**src/rtl/pipelined_inst_decoder.sv**
```systemverilog
// Registered decode stage for a MIPS subset: valid/ready on both sides, load-use
// bubble insertion, halt/resume, flush and a saturating stall-cycle counter.
module pipelined_inst_decoder #(
    parameter int unsigned IMM_W          = 32,
    parameter int unsigned REG_ADDR_W     = 5,
    parameter int unsigned LOAD_USE_STALL = 1,
    parameter int unsigned STALL_CNT_W    = 16
) (
    input  logic                   clk,
    input  logic                   rst_n,
    input  logic                   flush,
    input  logic                   resume,
    input  logic                   in_valid,
    output logic                   in_ready,
    input  logic [31:0]            in_instr,
    output logic                   out_valid,
    input  logic                   out_ready,
    output logic                   out_reg_write,
    output logic                   out_reg_dst,
    output logic                   out_alu_src2,
    output logic [2:0]             out_alu_op,
    output logic                   out_mem_read,
    output logic                   out_mem_write,
    output logic                   out_mem_to_reg,
    output logic [REG_ADDR_W-1:0]  out_rs,
    output logic [REG_ADDR_W-1:0]  out_rt,
    output logic [REG_ADDR_W-1:0]  out_wr_addr,
    output logic [IMM_W-1:0]       out_imm,
    output logic                   out_branch,
    output logic                   out_jump,
    output logic                   out_halt,
    output logic                   out_illegal,
    output logic [25:0]            out_jump_target,
    output logic                   halted,
    output logic [STALL_CNT_W-1:0] stall_count
);

    localparam int unsigned CNT_W = (LOAD_USE_STALL < 2) ? 1 : $clog2(LOAD_USE_STALL + 1);

    localparam logic [5:0] OP_RTYPE = 6'h00;
    localparam logic [5:0] OP_J     = 6'h02;
    localparam logic [5:0] OP_BEQ   = 6'h04;
    localparam logic [5:0] OP_ADDI  = 6'h08;
    localparam logic [5:0] OP_LW    = 6'h23;
    localparam logic [5:0] OP_SW    = 6'h2B;
    localparam logic [5:0] OP_HALT  = 6'h3F;

    typedef enum logic [1:0] {RUN, STALL, HALT} state_e;

    typedef struct packed {
        logic                  reg_write;
        logic                  reg_dst;
        logic                  alu_src2;
        logic [2:0]            alu_op;
        logic                  mem_read;
        logic                  mem_write;
        logic                  mem_to_reg;
        logic [REG_ADDR_W-1:0] rs;
        logic [REG_ADDR_W-1:0] rt;
        logic [REG_ADDR_W-1:0] wr_addr;
        logic [IMM_W-1:0]      imm;
        logic                  branch;
        logic                  jump;
        logic                  halt;
        logic                  illegal;
        logic [25:0]           jump_target;
    } bundle_t;

    state_e                state;
    logic [CNT_W-1:0]      stall_cnt;
    logic                  ld_pending;
    logic [REG_ADDR_W-1:0] ld_rt;
    bundle_t               bundle_q;
    bundle_t               dec_c;
    logic                  reads_rt_c;
    logic                  hazard_c;
    logic                  accept_c;

    logic [5:0]            opcode_c;
    logic [5:0]            funct_c;
    logic [REG_ADDR_W-1:0] rs_c;
    logic [REG_ADDR_W-1:0] rt_c;
    logic [REG_ADDR_W-1:0] rd_c;

    assign opcode_c = in_instr[31:26];
    assign funct_c  = in_instr[5:0];
    assign rs_c     = REG_ADDR_W'(in_instr[25:21]);
    assign rt_c     = REG_ADDR_W'(in_instr[20:16]);
    assign rd_c     = REG_ADDR_W'(in_instr[15:11]);

    // Instruction decode into the control bundle
    always_comb begin
        dec_c             = '0;
        dec_c.rs          = rs_c;
        dec_c.rt          = rt_c;
        dec_c.imm         = IMM_W'($signed(in_instr[15:0]));
        dec_c.jump_target = in_instr[25:0];
        unique case (opcode_c)
            OP_RTYPE: begin
                dec_c.reg_dst   = 1'b1;
                dec_c.wr_addr   = rd_c;
                dec_c.reg_write = 1'b1;
                unique case (funct_c)
                    6'h20:   dec_c.alu_op = 3'b000;
                    6'h22:   dec_c.alu_op = 3'b010;
                    6'h2A:   dec_c.alu_op = 3'b100;
                    default: begin
                        dec_c.illegal   = 1'b1;
                        dec_c.reg_dst   = 1'b0;
                        dec_c.wr_addr   = '0;
                        dec_c.reg_write = 1'b0;
                    end
                endcase
            end
            OP_LW: begin
                dec_c.alu_src2   = 1'b1;
                dec_c.mem_read   = 1'b1;
                dec_c.mem_to_reg = 1'b1;
                dec_c.wr_addr    = rt_c;
                dec_c.reg_write  = 1'b1;
            end
            OP_SW: begin
                dec_c.alu_src2  = 1'b1;
                dec_c.mem_write = 1'b1;
            end
            OP_ADDI: begin
                dec_c.alu_src2  = 1'b1;
                dec_c.wr_addr   = rt_c;
                dec_c.reg_write = 1'b1;
            end
            OP_BEQ: begin
                dec_c.branch = 1'b1;
                dec_c.alu_op = 3'b110;
            end
            OP_J:    dec_c.jump = 1'b1;
            OP_HALT: begin
                dec_c.halt   = 1'b1;
                dec_c.alu_op = 3'b001;
            end
            default: dec_c.illegal = 1'b1;
        endcase
    end

    // rs is treated as read by every instruction; rt only by R-type, beq and sw
    assign reads_rt_c = (opcode_c == OP_RTYPE) || (opcode_c == OP_BEQ) || (opcode_c == OP_SW);
    assign hazard_c   = (LOAD_USE_STALL != 0) && ld_pending && in_valid && (state == RUN) &&
                        ((rs_c == ld_rt) || (reads_rt_c && (rt_c == ld_rt)));

    assign in_ready = rst_n && (state == RUN) && !flush && !hazard_c && (!out_valid || out_ready);
    assign accept_c = in_valid && in_ready;
    assign halted   = (state == HALT);

    // Control FSM, hazard tracking and stall counter
    always_ff @(posedge clk or negedge rst_n) begin
        if (!rst_n) begin
            state       <= RUN;
            stall_cnt   <= '0;
            ld_pending  <= 1'b0;
            ld_rt       <= '0;
            stall_count <= '0;
        end else begin
            unique case (state)
                RUN: begin
                    if (flush) begin
                        ld_pending <= 1'b0;
                    end else if (hazard_c) begin
                        state     <= STALL;
                        stall_cnt <= CNT_W'(LOAD_USE_STALL);
                    end else if (accept_c) begin
                        ld_pending <= (opcode_c == OP_LW) && (rt_c != '0);
                        ld_rt      <= rt_c;
                        if (opcode_c == OP_HALT) state <= HALT;
                    end
                end
                STALL: begin
                    if (stall_count != '1) stall_count <= stall_count + STALL_CNT_W'(1);
                    stall_cnt <= stall_cnt - CNT_W'(1);
                    if (flush || stall_cnt <= CNT_W'(1)) begin
                        state      <= RUN;
                        ld_pending <= 1'b0;
                    end
                end
                HALT: begin
                    if (resume) state <= RUN;
                end
                default: state <= RUN;
            endcase
        end
    end

    // Output register: load on accept, drop on consume or flush
    always_ff @(posedge clk or negedge rst_n) begin
        if (!rst_n) begin
            out_valid <= 1'b0;
            bundle_q  <= '0;
        end else if (flush) begin
            out_valid <= 1'b0;
        end else if (accept_c) begin
            out_valid <= 1'b1;
            bundle_q  <= dec_c;
        end else if (out_ready) begin
            out_valid <= 1'b0;
        end
    end

    assign out_reg_write   = bundle_q.reg_write;
    assign out_reg_dst     = bundle_q.reg_dst;
    assign out_alu_src2    = bundle_q.alu_src2;
    assign out_alu_op      = bundle_q.alu_op;
    assign out_mem_read    = bundle_q.mem_read;
    assign out_mem_write   = bundle_q.mem_write;
    assign out_mem_to_reg  = bundle_q.mem_to_reg;
    assign out_rs          = bundle_q.rs;
    assign out_rt          = bundle_q.rt;
    assign out_wr_addr     = bundle_q.wr_addr;
    assign out_imm         = bundle_q.imm;
    assign out_branch      = bundle_q.branch;
    assign out_jump        = bundle_q.jump;
    assign out_halt        = bundle_q.halt;
    assign out_illegal     = bundle_q.illegal;
    assign out_jump_target = bundle_q.jump_target;

endmodule
```
**config.mk**
```make
export PLATFORM = sky130hd
export DESIGN_NAME = pipelined_inst_decoder
export DESIGN_NICKNAME = d
export VERILOG_FILES = /design/src/rtl/pipelined_inst_decoder.sv
export SDC_FILE = /design/constraint.sdc
export NUM_CORES = 1
export LEC_CHECK = 0
export ABC_AREA = 1
export BUFFER_PORTS_ARGS = -buffer_cell sky130_fd_sc_hd__buf_4
export CAP_MARGIN = 20
export CORE_AREA = 2 2 101 74
export CTS_BUF_LIST = sky130_fd_sc_hd__clkbuf_16
export DETAILED_ROUTE_END_ITERATION = 8
export DIE_AREA = 0 0 103 76
export PLACE_DENSITY = 0.85
export RECOVER_POWER = 25
export SYNTH_ARGS = -nofsm -noshare
export SYNTH_HDL_FRONTEND = slang
export SYNTH_SLANG_ARGS = --single-unit
export TNS_END_PERCENT = 50
```
**constraint.sdc**
```tcl
create_clock -name clk -period 4.5 [get_ports clk]
set_input_delay 0 -clock clk [delete_from_list [all_inputs] [get_ports clk]]
set_output_delay 0 -clock clk [all_outputs]
set_load 0.1 [all_outputs]
```
==> impl_metrics.tcl, run 1 <==
set metrics [dict create \
    clk_pin_slew_ns 0.06 \
    port_buffers 142 \
    core_um2 6960 \
    slew_violations 0 \
    tns_ns 0 \
    ioPinCount 143 \
    place_congestion 0.904 \
    syn_nets 460 \
    whs_ns 0.0552 \
    end_kind "flop" \
    yosysMostFrequentCell "nand2_1" \
    final-setup-viol-count 0 \
    synthArstFlopShare 1.00 \
    maxCapViolCount 0 \
    utilization 0.673 \
    cts_tree "built" \
    drt_first_iter_violations 150 \
    syn_inst 421 \
    synth_area_leaders "dfrtp_1 49%, nand2_1 16%, buf_4 9.3%" \
    antenna_found_initial 0 \
    hold_violations 0 \
    grt_max_degree 70 \
    critPathArrivalTime_ns 3.01 \
    fp-row-count 26 \
    cts_inserted_buffers 9 \
    die-width_um 103 \
    synth_warnings 0 \
    setup_ws_ns 1.73 \
    drt_wl_total_um 9230 \
    yosysTopAreaCellShare 0.489 \
    grt_overflow 0 \
    wl_per_cell_um 14.1 \
    die_h_um 76 \
    ys_types 28 \
    dr_total_vias 3198 \
    period_minus_slack_ns 2.77 \
    grt_usage 0.236 \
    clockRootBuffer "clkbuf_16" \
    synth_edf_count 0 \
    placed_cell_area_um2 4290 \
    initial_utilization 0.500 \
    ys_ff_latch 68 \
    synth.top_cells.by_count "151 x nand2_1, 68 x dfrtp_1, 43 x buf_4" \
    grt_pass1_wl_um 14400 \
    final_cells 653 \
    final_nets 591 \
    largest_reg_flops 16 \
    fin_worst_skew_ns 0.00563 \
    syn_area_per_cell_um2 8.27 \
    final_area_um2 4690 \
    worst_pin_slew_ns 1.23 \
    fmax_ghz 0.360 \
    crit_required_ns 4.74 \
    vias_per_cell 4.90 \
    cts.sinks 68 \
    synth-main-ff-cell "dfrtp_1" \
    place_inst 609 \
    period_share 0.617 \
    clock_path_buffers 2 \
    dp_hpwl_um 6390 \
    diodes 0 \
    synth_area_leader_cell "dfrtp_1" \
    ant_nets 0 \
    hold_class "in2reg" \
    crit_fanout 69 \
    cts_htree_levels 3 \
    die-area_um2 7830 \
    slew_headroom 0.182 \
    status "completed" \
    dp_slack_ns 1.91 \
    synthToLayoutAreaGrowth_pct 34.6 \
    max_flop_register "stall_count" \
    grt_setup_unrepaired "false" \
    layout-drive-gt1-share 0.218 \
    p_leak_nw 2.49 \
    clkLatencyLatePin_ns 0.33 \
    grt_pass1_vias 2985 \
    seq_area_frac_synth 0.489 \
    critPathLaunchType "primary input" \
    cts_setup_buffers 0 \
    drt-pass1-iter-count 4 \
    power_mw 2.52 \
    path_class "in2reg" \
    syn_area_um2 3480 \
    drc 0 \
    ir_worst_vdd_mv 0.397 \
    powerDensity_nw_per_um2 538 \
]
-- metal layers --
metal,GRT usage,share of wire
met5,0,0
met4,0.0697,0.012
met3,0.0661,0.071
met2,0.374,0.48
met1,0.317,0.44
-- worst paths after layout --
path | from | endpoint | slack [ns] | cells after the start
setup / recovery | rst_n | ld_rt[4] | 1.73 | 7
setup reg to reg | ld_rt[3] | ld_rt[4] | 2.13 | 11
min in group asynchronous | rst_n | stall_count[4] | 0.32 | 2
max in group asynchronous | rst_n | ld_pending | 3.61 | 2
hold / removal | in_instr[26] | out_jump | 0.06 | 4
hold reg to reg | out_wr_addr[4] | out_wr_addr[4] | 0.48 | 2
-- critical path, stage by stage --
cell and delay [ns]:
dlygate4sd3_1 0.53, buf_4 0.65, o2111a_1 0.39, nand3_4 0.50, inv_2 0.62, nand2_1 0.13, o21ai_0 0.10
-- timing repair --
action	4_1_cts	5_1_grt
hold buffers	30	0
gates resized for setup	0	0
endpoints found under the hold margin	101	0
-- cell families after synthesis --
logic type      count (synthesis)  share of synthesized area
simple gates                  214                      0.253
buf+inv                        84                      0.144
flops                          68                      0.489
compound gates                 31                     0.0528
xor+xnor                       23                     0.0579
fa+ha+maj                       1                    0.00359
-- layout by cell type, fill, tap and decap left out, types with 2 or more instances in the layout --
master	Yosys	routed
inv_2	2	2
dlygate4sd3_1	0	30
nor2_1	26	26
buf_4	43	99
clkbuf_1	0	43
nand4_1	6	6
o22ai_1	2	2
clkinv_2	0	3
nor4_1	3	3
a32o_1	2	2
clkbuf_16	0	9
o21ai_0	19	19
nor3_1	4	4
inv_1	30	30
a21oi_1	3	3
nand2_1	151	151
dfrtp_1	68	68
xor2_1	12	12
nand2_2	2	2
nand3_1	18	18
xnor2_1	11	11
nor2_2	2	2
-- where the power goes --
| part | internal [mW] | leakage [nW] | switching, mW | total (mW) |
|---|---|---|---|---|
| combinational | 0.180 | 1.46 | 0.999 | 1.18 |
| clock | 0.364 | 0.127 | 0.253 | 0.617 |
| sequential | 0.668 | 0.900 | 0.0561 | 0.724 |
-- cell type report --
type                       count  area [um2]
timing repair buffer         172        1200
multi-input combinational    269        1280
fill                         618        2280
inverter                      32         120
sequential                    68        1700
tap                           98         123
clock inverter                 5        31.3
clock buffer                   9         225
Note: power is estimated with default switching activity, not from simulation.
==> inputs of run 2 (changes only) <==
Settings changed: CORE_AREA 2 2 101 74 to 2 2 110 80, DIE_AREA 0 0 103 76 to 0 0 112 82, PLACE_DENSITY 0.85 to 0.76.
Clock period 4.5 ns to 2.2 ns, I/O delays scaled along.
==> run 2 against run 1 <==
  * Register-to-register slack got worse by 1.8 ns
  * Critical endpoint is now stall_count[5]
  * Sequential power grew 100%
  * Setup slack worse by 1.4 ns
  * Critical path type is now reg2reg
  * Critical path depth increased by 4
  * Largest power group unchanged
  * Power rose by 100%
  * Clock power up 99%
  * Flip-flop and latch count stayed put
  * Wire length increased by 1.8%
==> impl_metrics.tcl, run 2 (synthesis results as in run 1) <==
set metrics [dict create \
    grt_overflow 0 \
    drt-pass1-iter-count 5 \
    maxCapViolCount 0 \
    die_h_um 82 \
    final_cell_mix "151 x nand2_1, 85 x buf_4, 60 x clkbuf_1" \
    status "completed" \
    synthToLayoutAreaGrowth_pct 33.5 \
    pwr-share-seq 0.291 \
    end_kind "flop" \
    whs_ns 0.00147 \
    port_buffers 142 \
    crit_required_ns 2.40 \
    diodes 0 \
    dp_hpwl_um 6560 \
    p_leak_nw 2.42 \
    placed_cell_area_um2 4340 \
    period_share 0.872 \
    final_nets 592 \
    clockRootBuffer "clkbuf_16" \
    path_class "reg2reg" \
    final_common_cell "nand2_1" \
    ff2ff_path_depth 11 \
    power.clock.fraction 0.242 \
    cts_tree "built" \
    fp-row-count 28 \
    grt_setup_unrepaired "false" \
    drt_wl_total_um 9400 \
    slew_headroom 0.166 \
    power_mw 5.09 \
    utilization 0.567 \
    layout-drive-gt1-share 0.204 \
    cts_htree_levels 3 \
    clock_path_buffers 2 \
    fmax_ghz 0.522 \
    fin_worst_skew_ns 0.00531 \
    place_inst 619 \
    cts_inserted_buffers 9 \
    final_cells 663 \
    tns_ns 0 \
    dp_slack_ns 0.265 \
    worst_pin_slew_ns 1.26 \
    critPathLaunchType "flop" \
    die-width_um 112 \
    antenna_found_initial 0 \
    hold_class "in2reg" \
    die-area_um2 9180 \
    hold_violations 0 \
    powerDensity_nw_per_um2 1090 \
    place_congestion 0.824 \
    cts.sinks 68 \
    crit_fanout 10 \
    critPathArrivalTime_ns 2.12 \
    slew_violations 0 \
    cts_setup_buffers 0 \
    initial_utilization 0.425 \
    period_minus_slack_ns 1.92 \
    clkLatencyLatePin_ns 0.32 \
    wl_per_cell_um 14.2 \
    grt_pass1_wl_um 14600 \
    ant_nets 0 \
    p_int_mw 2.44 \
    p_comb_frac 0.467 \
    final-setup-viol-count 0 \
    power.switching_mw 2.65 \
    setup_ws_ns 0.283 \
    ioPinCount 143 \
    core_um2 8200 \
    drc 0 \
    clk_pin_slew_ns 0.05 \
    max_flop_register "stall_count" \
    ir_worst_vdd_mv 0.946 \
    grt_max_degree 69 \
    drt_first_iter_violations 184 \
    hold_path_depth 3 \
    dr_total_vias 3160 \
    grt_pass1_vias 2940 \
    largest_reg_flops 16 \
    grt_usage 0.207 \
    swShare 0.521 \
    final_area_um2 4650 \
    vias_per_cell 4.77 \
]
[run 2: cell types whose count changed in the layout (fill, tap and decap cells not counted), sizes merged]
| cell | previous run | this run |
|---|---|---|
| clkbuf | 52 | 69 |
| buf | 99 | 85 |
| inv | 32 | 36 |
| dlygate4sd3 | 30 | 28 |
| clkinv | 4 | 3 |
| clkinvlp | 1 | 0 |
[run 2: power groups by stage]
| stage | Combinational, mW | Sequential (mW) | Clock [mW] |
|---|---|---|---|
| finish | 2.38 | 1.48 | 1.23 |
| CTS | 2.50 | 1.48 | 1.27 |
| global placement | 2.45 | 1.49 | 0 |
| floorplan | 1.44 | 2.18 | 0 |
| global route | 2.45 | 1.50 | 1.32 |
| detailed placement | 2.46 | 1.50 | 0 |
[run 2: metal layers]
metal  vias to the layer above  track usage  part of all wire
met5                         -            0                 0
met4                         0       0.0780             0.021
met3                        16       0.0517             0.064
met2                       122        0.315              0.44
met1                      1475        0.289              0.47
li1                       1547            -                 -
[run 2: final timing paths]
path,from,end,slack [ns]
setup / recovery,stall_count[1],stall_count[5],0.28
hold / removal,in_instr[13],out_imm[13],0.001
setup reg to reg,stall_count[1],stall_count[5],0.28
hold reg to reg,stall_count[9],stall_count[9],0.48
max in group asynchronous,rst_n,stall_count[1],1.09
min in group asynchronous,rst_n,out_imm[9],0.45
[run 2: layout make-up]
cell class,instances,area [um2]
timing repair buffer,173,1140
sequential,68,1720
multi-input combinational,269,1280
clock buffer,9,225
clock inverter,7,28.8
inverter,32,120
tap,105,131
fill,772,3550
[run 2: worst max-delay path, cell delays in order (launching register included)]
cell and delay [ns]:
dfrtp_4 0.43, ha_1 0.17, nand3_1 0.10, nor2_1 0.09, nand2_1 0.09, nor2_1 0.17
nand3_1 0.11, nand2_2 0.20, inv_2 0.11, nand2_1 0.11, nor2_1 0.06, xor2_1 0.14
[run 2: what timing repair did]
item,in CTS,in global routing
hold buffers,28,0
endpoints found under the setup margin,0,1
resized for setup,0,1
endpoints found under the hold margin,100,0
==> inputs of run 3 (changes only) <==
Settings changed: SETUP_SLACK_MARGIN from default to 0.3.
==> run 3 against run 2 <==
  * Sequential power hardly changed
  * Core utilization is 1.7 points higher
  * Clock-buffer cell count stayed put
  * Critical endpoint unchanged
  * Largest cell class unchanged
  * Largest power group unchanged
==> impl_metrics.tcl, run 3 (synthesis results as in run 1) <==
set metrics [dict create \
    slew_violations 0 \
    wl_per_cell_um 14.5 \
    layout-drive-gt1-share 0.234 \
    cts_tree "built" \
    clock_path_buffers 2 \
    powerDensity_nw_per_um2 1120 \
    num-fill-cells 761 \
    grt_max_degree 69 \
    largest_reg_flops 16 \
    vias_per_cell 4.85 \
    ff2ff_setup_slack_ns 0.34 \
    cts_htree_levels 3 \
    final_nets 597 \
    max_flop_register "stall_count" \
    clk_pin_slew_ns 0.05 \
    period_minus_slack_ns 1.86 \
    die-area_um2 9180 \
    slew_headroom 0.190 \
    fmax_ghz 0.536 \
    dp_hpwl_um 6840 \
    drt-pass1-iter-count 5 \
    cts.sinks 68 \
    multi_input_area_um2 1300 \
    hold_violations 0 \
    crit_required_ns 2.44 \
    final_cell_mix "151 x nand2_1, 89 x buf_4, 60 x clkbuf_1" \
    dr_total_vias 3242 \
    status "completed" \
    fin_worst_skew_ns 0.00472 \
    ff_latch_area_um2 1730 \
    tns_ns 0 \
    drc 0 \
    ir_worst_vdd_mv 0.953 \
    grt_pass1_vias 3056 \
    power_mw 5.38 \
    grt_overflow 0 \
    drt_wl_total_um 9710 \
    diodes 0 \
    initial_utilization 0.425 \
    hold_class "in2reg" \
    critPathArrivalTime_ns 2.10 \
    grt_pass1_wl_um 15100 \
    antenna_found_initial 0 \
    ant_nets 0 \
    utilization 0.584 \
    critPathLaunchType "flop" \
    cts_inserted_buffers 9 \
    die-width_um 112 \
    crit_fanout 7 \
    final-setup-viol-count 0 \
    end_kind "flop" \
    path_class "reg2reg" \
    drt_first_iter_violations 162 \
    port_buffers 142 \
    period_share 0.847 \
    die_h_um 82 \
    grt_setup_unrepaired "true" \
    core_um2 8200 \
    clkLatencyLatePin_ns 0.32 \
    p_leak_nw 2.43 \
    maxCapViolCount 0 \
    place_congestion 0.848 \
    grt_usage 0.211 \
    worst_pin_slew_ns 1.22 \
    synthToLayoutAreaGrowth_pct 37.4 \
    ioPinCount 143 \
    final_common_cell "nand2_1" \
    clockRootBuffer "clkbuf_16" \
    fp-row-count 28 \
]
[run 3: changes by cell type in the layout (fill, tap and decap cells not counted), moves of 3 or more]
cell,delta
dfrtp_1,-7
dfrtp_2,+7
clkinvlp_4,+3
inv_1,-4
buf_4,+4
[run 3: path summary, 6_finish.rpt]
check                           cells past startpoint            from              to
worst max-delay path                               11  stall_count[0]  stall_count[5]
worst min-delay path                                3    in_instr[27]        out_jump
worst max register to register                     11  stall_count[0]  stall_count[5]
worst min register to register                      2      ld_pending      ld_pending
max in group asynchronous                           3           rst_n  stall_count[0]
min in group asynchronous                           3           rst_n   out_alu_op[2]
[run 3: worst max-delay path, stage by stage, from the launching register on]
cell and delay, ns:
dfrtp_4 0.50, ha_4 0.17, nand3_1 0.09, nor2_1 0.05, nand2_1 0.14, nor2_2 0.07, nand3_1 0.12, nand2_4 0.10
inv_4 0.13, nand2_1 0.09, nor2_1 0.15, xor2_1 0.17
[run 3: what timing repair did]
item                                    CTS  global route
hold endpoints to repair                101             0
buffers inserted                          0             4
gates resized for setup                   2             2
endpoints found under the setup margin    1            36
hold buffers                             29             0
[run 3: power breakdown]
part / internal [mW] / leakage [nW] / total (mW) / switching [mW]
Clock: 0.985 / 0.145 / 1.51 / 0.527
Sequential: 1.37 / 0.872 / 1.48 / 0.117
Combinational: 0.341 / 1.41 / 2.39 / 2.05
[run 3: per-layer routing]
layer / track usage / wire length, um / up-vias
met2: 0.354 / 4540 / 152
li1: - / - / 1555
met1: 0.282 / 4380 / 1522
met5: 0 / 0 / -
met3: 0.0509 / 727 / 13
met4: 0.0500 / 68 / 0
[run 3: final cells by class]
cell class / count / share of cell area
clock buffers: 9 / 0.0471
repair buffers: 178 / 0.247
clock inverters: 7 / 0.0191
flip-flops and latches: 68 / 0.361
well taps: 105 / 0.0275
multi-input cells: 269 / 0.272
inverters: 32 / 0.0261
[run 3: per-stage QoR]
stage | hold slack [ns] | setup slack (ns) | std cells | instance area, um2
after detailed placement | 0.195 | 0.278 | 619 | 4360
after global placement | 0.196 | 0.350 | 619 | 4360
after floorplan | -0.296 | 0.216 | 421 | 3520
after CTS | 0.0630 | 0.312 | 664 | 4980
final | 0.0827 | 0.336 | 668 | 4790
after global routing | 0.109 | 0.190 | 668 | 4790
